==> config.mk <==
export PLATFORM = sky130hd
export DESIGN_NAME = shift_seq_ctrl
export DESIGN_NICKNAME = d
export VERILOG_FILES = /design/src/rtl/shift_seq_ctrl_pkg.sv /design/src/rtl/shift_reg_core.sv /design/src/rtl/shift_seq_ctrl.sv
export SDC_FILE = /design/constraint.sdc
export NUM_CORES = 1
export LEC_CHECK = 0
export BUFFER_PORTS_ARGS = -buffer_cell sky130_fd_sc_hd__buf_4
export CAP_MARGIN = 30
export CELL_PAD_IN_SITES_DETAIL_PLACEMENT = 0
export CELL_PAD_IN_SITES_GLOBAL_PLACEMENT = 1
export CORE_MARGIN = 3
export CORE_UTILIZATION = 40
export DETAILED_ROUTE_END_ITERATION = 10
export GPL_ROUTABILITY_DRIVEN = 0
export GPL_TIMING_DRIVEN = 0
export PLACE_DENSITY_LB_ADDON = 0.2
export SETUP_SLACK_MARGIN = 0.05
export SYNTH_ARGS = -nofsm -noshare
export SYNTH_HDL_FRONTEND = slang
export SYNTH_SLANG_ARGS = --single-unit
==> constraint.sdc <==
create_clock -name CLK -period 1.7 [get_ports CLK]
set_input_delay 0 -clock CLK [delete_from_list [all_inputs] [get_ports CLK]]
set_output_delay 0 -clock CLK [all_outputs]
set_load 0.01 [all_outputs]
==> src/rtl/shift_seq_ctrl_pkg.sv <==
// ============================================================================
// Module   : shift_seq_ctrl_pkg
// Purpose  : Shared definitions for the serial shift frame sequencer:
//            FSM state encoding and default frame parameters reused by the
//            serial shift blocks.
// Revision : 1.0 - initial release
// ============================================================================
`default_nettype none

package shift_seq_ctrl_pkg;

  // Sequencer states. Encodings are fixed so other shift blocks can decode
  // a sequencer state word consistently.
  typedef enum logic [1:0] {
    ST_IDLE  = 2'd0,
    ST_SHIFT = 2'd1,
    ST_GAP   = 2'd2
  } state_t;

  // Default frame geometry.
  localparam int DEF_WIDTH     = 8;
  localparam int DEF_GAP       = 1;
  localparam bit DEF_MSB_FIRST = 1'b1;

endpackage

`default_nettype wire

==> src/rtl/shift_reg_core.sv <==
// ============================================================================
// Module   : shift_reg_core
// Purpose  : Parallel-load / serial-shift register usable as either a
//            parallel-in serial-out (tx) or serial-in parallel-out (rx) path.
// Ports    : clk     - clock, rising edge
//            rst     - asynchronous active-high reset, clears the register
//            i_load  - load i_pin (has priority over i_en)
//            i_en    - shift one position
//            i_pin   - parallel load value
//            i_sin   - serial input, enters at the tail of the register
//            o_sout  - serial output, current head bit
//            o_pout  - parallel view of the register
// Revision : 1.0 - initial release
// ============================================================================
`default_nettype none

module shift_reg_core #(
  parameter int WIDTH     = 8,
  parameter bit MSB_FIRST = 1'b1
) (
  input  logic             clk,
  input  logic             rst,
  input  logic             i_load,
  input  logic             i_en,
  input  logic [WIDTH-1:0] i_pin,
  input  logic             i_sin,
  output logic             o_sout,
  output logic [WIDTH-1:0] o_pout
);

  logic [WIDTH-1:0] r_q;
  logic [WIDTH-1:0] w_shifted;

  // MSB-first: head is bit WIDTH-1, new bits enter at bit 0, so after
  // WIDTH shifts the first serial-in bit sits at bit WIDTH-1.
  // LSB-first mirrors this.
  if (MSB_FIRST) begin : g_msb_first
    assign w_shifted = {r_q[WIDTH-2:0], i_sin};
    assign o_sout    = r_q[WIDTH-1];
  end else begin : g_lsb_first
    assign w_shifted = {i_sin, r_q[WIDTH-1:1]};
    assign o_sout    = r_q[0];
  end

  always_ff @(posedge clk or posedge rst) begin
    if (rst) begin
      r_q <= '0;
    end else if (i_load) begin
      r_q <= i_pin;
    end else if (i_en) begin
      r_q <= w_shifted;
    end
  end

  assign o_pout = r_q;

endmodule

`default_nettype wire

==> src/rtl/shift_seq_ctrl.sv <==
// ============================================================================
// Module   : shift_seq_ctrl
// Purpose  : Full-duplex serial frame sequencer. Accepts a word on a
//            valid/ready handshake, shifts it out on so for WIDTH cycles
//            while capturing si into a receive word, then enforces GAP idle
//            cycles before accepting the next word.
// Ports    : CLK      - clock, rising edge
//            RES      - asynchronous active-high reset
//            tx_data  - word to send, sampled only on the accept edge
//            tx_valid - tx_data valid
//            tx_ready - idle, a word can be accepted
//            so       - serial out (flop output, 0 outside a frame)
//            frame    - high during the WIDTH shift cycles
//            si       - serial in, sampled every edge while frame=1
//            rx_data  - last complete received word
//            rx_valid - one-cycle pulse when rx_data is updated
//            busy     - sequencer not idle
// Revision : 1.0 - initial release
// ============================================================================
`default_nettype none

module shift_seq_ctrl
  import shift_seq_ctrl_pkg::*;
#(
  parameter int WIDTH     = DEF_WIDTH,
  parameter int GAP       = DEF_GAP,
  parameter bit MSB_FIRST = DEF_MSB_FIRST
) (
  input  logic             CLK,
  input  logic             RES,
  input  logic [WIDTH-1:0] tx_data,
  input  logic             tx_valid,
  output logic             tx_ready,
  output logic             so,
  output logic             frame,
  input  logic             si,
  output logic [WIDTH-1:0] rx_data,
  output logic             rx_valid,
  output logic             busy
);

  localparam int CW = $clog2(WIDTH);
  // A zero-length gap counter is not legal; keep one bit that is never used.
  localparam int GW = (GAP > 0) ? $clog2(GAP + 1) : 1;
  localparam logic [CW-1:0] c_CNT_LAST = CW'(WIDTH - 1);
  localparam logic [GW-1:0] c_GAP_LAST = GW'((GAP > 0) ? (GAP - 1) : 0);

  state_t           r_state;
  state_t           w_next;
  logic [CW-1:0]    r_cnt;
  logic [GW-1:0]    r_gcnt;
  logic [WIDTH-1:0] r_rx_data;
  logic             r_rx_valid;

  logic             w_frame;
  logic             w_busy;
  logic             w_tx_ready;
  logic             w_accept;
  logic             w_cnt_last;
  logic             w_frame_end;
  logic             w_gap_done;
  logic [WIDTH-1:0] w_rx_pout;
  logic [WIDTH-1:0] w_rx_word;
  logic [WIDTH-1:0] w_tx_pout_unused;
  logic             w_rx_sout_unused;

  assign w_cnt_last  = (r_cnt == c_CNT_LAST);
  assign w_gap_done  = (r_gcnt == c_GAP_LAST);
  assign w_accept    = w_tx_ready & tx_valid;
  assign w_frame_end = w_frame & w_cnt_last;

  // ---------------------------------------------------------------- FSM
  always_ff @(posedge CLK or posedge RES) begin
    if (RES) begin
      r_state <= ST_IDLE;
    end else begin
      r_state <= w_next;
    end
  end

  always_comb begin
    w_next     = r_state;
    w_frame    = 1'b0;
    w_busy     = 1'b1;
    w_tx_ready = 1'b0;
    unique case (r_state)
      ST_IDLE: begin
        w_busy     = 1'b0;
        w_tx_ready = 1'b1;
        if (tx_valid) begin
          w_next = ST_SHIFT;
        end
      end
      ST_SHIFT: begin
        w_frame = 1'b1;
        if (w_cnt_last) begin
          w_next = (GAP > 0) ? ST_GAP : ST_IDLE;
        end
      end
      ST_GAP: begin
        if (w_gap_done) begin
          w_next = ST_IDLE;
        end
      end
      default: begin
        w_next = ST_IDLE;
        w_busy = 1'b0;
      end
    endcase
  end

  // ----------------------------------------------------------- counters
  // Both counters are reloaded on entry to their state, never wrapped.
  always_ff @(posedge CLK or posedge RES) begin
    if (RES) begin
      r_cnt  <= '0;
      r_gcnt <= '0;
    end else begin
      if (w_accept) begin
        r_cnt <= '0;
      end else if (w_frame) begin
        r_cnt <= w_cnt_last ? '0 : r_cnt + 1'b1;
      end

      if (w_frame_end) begin
        r_gcnt <= '0;
      end else if ((r_state == ST_GAP) && !w_gap_done) begin
        r_gcnt <= r_gcnt + 1'b1;
      end
    end
  end

  // ---------------------------------------------------------- datapath
  // The tx register shifts in zeros, so after the last bit it is empty and
  // so falls to 0 without extra gating; so stays a pure flop output.
  shift_reg_core #(
    .WIDTH     (WIDTH),
    .MSB_FIRST (MSB_FIRST)
  ) u_tx_sr (
    .clk    (CLK),
    .rst    (RES),
    .i_load (w_accept),
    .i_en   (w_frame),
    .i_pin  (tx_data),
    .i_sin  (1'b0),
    .o_sout (so),
    .o_pout (w_tx_pout_unused)
  );

  shift_reg_core #(
    .WIDTH     (WIDTH),
    .MSB_FIRST (MSB_FIRST)
  ) u_rx_sr (
    .clk    (CLK),
    .rst    (RES),
    .i_load (w_accept),
    .i_en   (w_frame),
    .i_pin  ({WIDTH{1'b0}}),
    .i_sin  (si),
    .o_sout (w_rx_sout_unused),
    .o_pout (w_rx_pout)
  );

  // On the last shift edge the final si bit has not reached the rx
  // register yet, so the complete word is assembled here.
  if (MSB_FIRST) begin : g_asm_msb
    assign w_rx_word = {w_rx_pout[WIDTH-2:0], si};
  end else begin : g_asm_lsb
    assign w_rx_word = {si, w_rx_pout[WIDTH-1:1]};
  end

  always_ff @(posedge CLK or posedge RES) begin
    if (RES) begin
      r_rx_data  <= '0;
      r_rx_valid <= 1'b0;
    end else begin
      r_rx_valid <= w_frame_end;
      if (w_frame_end) begin
        r_rx_data <= w_rx_word;
      end
    end
  end

  assign tx_ready = w_tx_ready;
  assign frame    = w_frame;
  assign busy     = w_busy;
  assign rx_data  = r_rx_data;
  assign rx_valid = r_rx_valid;

endmodule

`default_nettype wire

==> reports/qor.txt, run 1 <==
Slew Limit Headroom: 75.0%
die width: 63.5 µm
Synth Flop Type: dfrtp_1
global-route wire length before repair: 3740 µm
switching power: 0.865 mW
number of flops mapped to enable cells by yosys: 0
hold_buf cts: 10
detailed-route via count: 892
cell-internal power: 1.98 mW
1st-iter DRT viols: 9
CTS H-tree depth: 2
count leader, synth: dfrtp_1
Syn Inst Count: 108
clock slew seen by the registers of the worst setup and hold paths: 0.09 ns
largest net degree at the start of global routing: 24
Worst Hold Class: in -> reg
dominant cells by area after synthesis: dfrtp_1 (57%), mux2i_1 (11%), mux2_2 (6.8%), ha_1 (4.7%), nand2_1 (3.1%)
antenna violations before repair: 0
Worst Tran Pin Value: 0.375 ns
total CTS buffers: 5
Crit path depth: 6
vias per inst: 4.57
GRT Overall Usage: 12.1%
slowest stage delay, CP: 0.41 ns
Worst R2R Start: r_state[1]$_DFFE_PP0P_
CTS Sinks: 30
Synth cell types: 22
CORE AREA: 0.00310 mm²
die height: 63.5 µm
Worst Path Arrival: 1.73 ns
Nets: 167
Sw Ratio: 30.4%
CP bufs+invs: 3
skew final: 0.00928 ns
number of buffers added on ports: 24
final setup violation count: 0
TritonCTS clock tree: yes
Syn-to-layout area delta: 35.9%
detailed placement HPWL: 1540 µm
RSZ-0062 raised after global routing: false
Endpoint, Worst Hold: r_state[1]$_DFFE_PP0P_
total grt overflow: 0
residual DRC count: 0
leakage: 0.933 nW
critical path's slowest cell: dfrtp_1
die area: 0.00403 mm²
FMAX: 656 MHz
area leader, netlist: dfrtp_1
worst setup margin: 0.174 ns
Yosys top cell area share: 56.8%
Routed WL per cell: 11.1 µm
Post-synth top cells: dfrtp_1 (30), mux2i_1 (15), nand2_1 (11), nor2_1 (9), mux2_2 (8)
Worst R2R Path Depth: 6
pre-CTS WS: 0.181 ns
FILL cells: 305
placed cells: 177
number of global-route vias before repair: 868
Hold Vio Cnt, Final: 0
final antenna-violating net count: 0
Clk pwr share: 25.9%
CP cell instances: inv_1 > ha_1 > buf_6 > inv_4 > o211ai_2 > mux2_1
CP delay by family, top: flip-flops
Setup crit end kind: flop
clk root buf: clkbuf_4
Max-Cap Viols: 0
Slew Viols, Final: 0
Final Critical Period: 1.53 ns
Syn. warnings: 0
# resized after CTS: 0
reg2reg end: r_state[0]$_DFFE_PP0P_
Hold Crit Depth: 3
mapped cell area: 0.00132 mm²
VDD IR max: 0.000798 V
#FFs+latches synth: 30
row count: 20
Hold Startpoint: tx_valid
Design Power: 2.84 mW
final std cells w/o fill: 195
status: finished, final reports clean
Total Wirelength: 2170 µm
Worst EP required: 1.91 ns
Clock Latency Late Sink: 0.32 ns
final worst path period share: 89.7%
starting density of the core: 42.6%
Crit Path Class: reg -> reg
Synth Net Count: 125
Clock Path Buffers: 2
syn avg cell area: 12.2 µm²
Post-CTS Setup Inserts: 0
Combinational Power Share: 36.0%
sequential cell fraction of total power: 38.1%
Initial DRT Pass Iterations: 4
Seq/Total Area, Yosys: 56.8%
Worst setup SP type: flop
Power per Cell Area: 1580 mW/mm²
Worst R2R Setup Slack: 0.17 ns
TNS Setup: 0 ns
ant diodes: 0
asr flop ratio synth: 100%
layout cells sized above 1: 32.5%
crit path max fanout: 10
I/O pins: 25
## placed cells by master (no fill, tap or decap)
master	count
buf_2	2
a21oi_1	2
dlygate4sd3_1	10
buf_16	1
buf_6	2
o21ai_0	6
and2_1	1
a31oi_1	2
bufinv_16	2
nand2_4	1
buf_4	25
clkbuf_4	5
nand2_1	11
nand3b_1	1
ha_1	5
mux2_2	8
nor2_1	9
inv_4	1
dfrtp_1	30
o211ai_2	1
mux2_1	1
inv_1	4
mux2i_1	15
o21ai_1	2
nand2b_1	1
nor3b_1	2
clkbuf_8	1
## state kept, by name (all words and copies together) (netlist names)
register / flops
r_cnt: 3
r_gcnt: 1
r_state: 2
rx_data: 8
rx_valid: 1
u_rx_sr.o_pout: 7
u_tx_sr.o_pout: 8
## worst register-to-register path: stages, from the launching register on
cell      delay, ns
dfrtp_1        0.41
inv_1          0.09
ha_1           0.18
buf_6          0.19
inv_4          0.07
o211ai_2       0.16
mux2_1         0.33
## how the worst max path moves through the flow
stage	startpoint	end	slack (ns)
after floorplan	r_state[1]$_DFFE_PP0P_	r_state[0]$_DFFE_PP0P_	0.22
after global placement	r_state[1]$_DFFE_PP0P_	r_state[0]$_DFFE_PP0P_	0.20
after detailed placement	r_state[1]$_DFFE_PP0P_	r_state[0]$_DFFE_PP0P_	0.18
after CTS	r_state[1]$_DFFE_PP0P_	r_state[0]$_DFFE_PP0P_	0.16
after global routing	r_state[1]$_DFFE_PP0P_	r_state[0]$_DFFE_PP0P_	0.12
final	r_state[1]$_DFFE_PP0P_	r_state[0]$_DFFE_PP0P_	0.17
## cells by family after synthesis
family | after synthesis | share of synthesized area, %
adder cells (fa/ha/maj) | 5 | 4.73
AND/OR/NAND/NOR | 26 | 9.18
multiplexers | 24 | 19.0
AO/OA/AOI/OAI | 13 | 5.68
flip-flops | 30 | 56.8
buffers and inverters | 10 | 4.64
## through the flow
step | util (%) | area [µm²] | hold WS (ns)
finish | 57.9 | 1800 | 0.0524
global route | 57.9 | 1800 | 0.0663
detailed placement | 51.1 | 1590 | -0.00299
floorplan | - | 1320 | 0.0908
CTS | 57.9 | 1800 | 0.0319
global placement | 50.2 | 1560 | 0.205
## final cells by class
cell class	instances	area (µm²)	share of cell area (%)
inverter	5	21.3	1.18
clock buffer	6	51.3	2.86
sequential	30	751	41.8
timing repair buffer	35	308	17.1
tap	44	55.1	3.06
clock inverter	2	60.1	3.34
buffer	5	40.0	2.23
multi-input combinational	68	510	28.4
## power groups by stage
stage / combinational (mW) / clock [mW] / sequential [mW]
after global routing: 1.15 / 0.798 / 1.11
after CTS: 1.05 / 0.759 / 1.09
final: 1.02 / 0.737 / 1.08
after detailed placement: 1.03 / 0 / 1.10
after floorplan: 0.712 / 0 / 1.09
after global placement: 1.00 / 0 / 1.09
## layer usage
layer / wire length [µm] / vias up / GRT usage [%]
met2: 1050 / 19 / 19.6
met1: 979 / 423 / 13.9
met5: 0 / - / 0
li1: - / 447 / -
met3: 119 / 3 / 6.42
met4: 22 / 0 / 3.23
No activity file was read; power rests on OpenSTA's default activity.
==> inputs of run 2 (changes only) <==
--- a/config.mk
+++ b/config.mk
@@ -9,11 +9,12 @@
 export CAP_MARGIN = 30
 export CELL_PAD_IN_SITES_DETAIL_PLACEMENT = 0
 export CELL_PAD_IN_SITES_GLOBAL_PLACEMENT = 1
-export CORE_MARGIN = 3
 export CORE_UTILIZATION = 40
+export CTS_CLUSTER_SIZE = 8
 export DETAILED_ROUTE_END_ITERATION = 10
 export GPL_ROUTABILITY_DRIVEN = 0
 export GPL_TIMING_DRIVEN = 0
+export HOLD_SLACK_MARGIN = 0.08
 export PLACE_DENSITY_LB_ADDON = 0.2
 export SETUP_SLACK_MARGIN = 0.05
 export SYNTH_ARGS = -nofsm -noshare
==> run 2 against run 1 <==
  * Combinational power is essentially flat
  * Routed wire length fell by 1.8%
  * Die area down 12%
  * Critical endpoint unchanged
  * First-iteration DRC count rose by 130%
==> reports/qor.txt, run 2 (synthesis gave the netlist of run 1 again) <==
status: finished, final reports clean
final worst path period share: 89.6%
Clock Path Buffers: 2
detailed-route via count: 915
total grt overflow: 0
largest net degree at the start of global routing: 24
die width: 59.5 µm
Clock Latency Late Sink: 0.32 ns
CORE AREA: 0.00310 mm²
total CTS buffers: 5
final core occ: 58.2%
1st-iter DRT viols: 21
ant diodes: 0
global-route wire length before repair: 3820 µm
die height: 59.5 µm
FILL cells: 298
skew final: 0.00432 ns
leakage: 0.937 nW
Setup crit end kind: flop
Slew Limit Headroom: 75.2%
TritonCTS clock tree: yes
Clk pwr share: 25.9%
Worst setup SP type: flop
Slew Viols, Final: 0
Routed WL per cell: 10.9 µm
Worst R2R Path Depth: 6
antenna violations before repair: 0
FF+latch area: 751 µm²
row count: 20
Design Power: 2.85 mW
Worst R2R Setup Slack: 0.18 ns
Final Critical Period: 1.52 ns
clock slew seen by the registers of the worst setup and hold paths: 0.09 ns
final setup violation count: 0
CTS H-tree depth: 2
Sw Ratio: 30.4%
RSZ-0062 raised after global routing: false
Combinational Power Share: 36.1%
Nets: 168
most frequent cells in the layout: dfrtp_1 (30), buf_4 (25), mux2i_1 (15), nand2_1 (11), dlygate4sd3_1 (11)
placed cells: 177
number of buffers added on ports: 24
Power per Cell Area: 1580 mW/mm²
starting density of the core: 42.6%
residual DRC count: 0
sequential cell fraction of total power: 38.1%
Syn-to-layout area delta: 36.6%
layout cells sized above 1: 32.2%
switching power: 0.866 mW
CTS Sinks: 30
clk root buf: clkbuf_4
Worst EP required: 1.91 ns
crit path max fanout: 10
final antenna-violating net count: 0
TNS Setup: 0 ns
Worst Path Arrival: 1.73 ns
vias per inst: 4.67
worst setup margin: 0.176 ns
die area: 0.00354 mm²
cell-internal power: 1.98 mW
Hold Vio Cnt, Final: 0
reg2reg end: r_state[0]$_DFFE_PP0P_
Post-CTS Setup Inserts: 0
GRT Overall Usage: 15.1%
area of the multi-input gates: 510 µm²
Worst Hold Class: in -> async
Worst R2R Start: r_state[1]$_DFFE_PP0P_
pre-CTS WS: 0.179 ns
final std cells w/o fill: 196
Crit Path Class: reg -> reg
Initial DRT Pass Iterations: 4
most common cell after layout, fill and taps aside: dfrtp_1
Max-Cap Viols: 0
Total Wirelength: 2130 µm
Worst Tran Pin Value: 0.371 ns
VDD IR max: 0.000751 V
I/O pins: 25
FMAX: 656 MHz
number of global-route vias before repair: 906
-- run 2: cell count changes in the layout (fill, tap and decap cells not counted) --
cell,previous run,this run
dlygate4sd3_1,10,11
-- run 2: layout make-up --
cell class                 count  area share (%)
multi-input combinational     68            28.3
tap                           44            3.05
clock inverter                 2            3.32
clock buffer                   6            2.84
inverter                       5            1.18
timing repair buffer          36            17.6
sequential                    30            41.6
buffer                         5            2.22
-- run 2: through the flow --
stage	hold WS (ns)	area, µm²
2_1_floorplan	0.0908	1320
3_3_place_gp	0.205	1560
3_5_place_dp	-0.00427	1590
4_1_cts	0.186	1810
5_1_grt	0.193	1810
6_report	0.196	1810
-- run 2: worst max-delay path by stage --
stage                                 startpoint                endpoint  slack (ns)  cells after the start
after floorplan           r_state[1]$_DFFE_PP0P_  r_state[0]$_DFFE_PP0P_        0.22                      6
after global placement    r_state[1]$_DFFE_PP0P_  r_state[0]$_DFFE_PP0P_        0.20                      6
after detailed placement  r_state[1]$_DFFE_PP0P_  r_state[0]$_DFFE_PP0P_        0.18                      6
after CTS                 r_state[1]$_DFFE_PP0P_  r_state[0]$_DFFE_PP0P_        0.16                      6
after global routing      r_state[1]$_DFFE_PP0P_  r_state[0]$_DFFE_PP0P_        0.08                      6
final                     r_state[1]$_DFFE_PP0P_  r_state[0]$_DFFE_PP0P_        0.18                      6
-- run 2: power groups by stage --
stage / Combinational (mW) / Clock, mW / Sequential (mW)
final: 1.03 / 0.736 / 1.08
after global routing: 1.16 / 0.785 / 1.12
after CTS: 1.05 / 0.757 / 1.09
after detailed placement: 1.02 / 0 / 1.10
after global placement: 0.997 / 0 / 1.09
after floorplan: 0.712 / 0 / 1.09
-- run 2: routing by layer --
metal	track usage, %	wire [µm]	vias up
met1	18.2	957	434
li1	-	-	454
met5	0	0	-
met3	6.55	94	7
met4	7.97	45	0
met2	22.8	1030	20
-- run 2: what timing repair did --
action	in CTS	in global routing
endpoints found under the hold margin	41	0
resized for setup	0	0
hold buffers	11	0
-- run 2: worst max-delay path, stage by stage (launching register included) --
cell      delay (ns)
dfrtp_1         0.41
inv_1           0.09
ha_1            0.18
buf_6           0.18
inv_4           0.06
o211ai_2        0.15
mux2_1          0.33
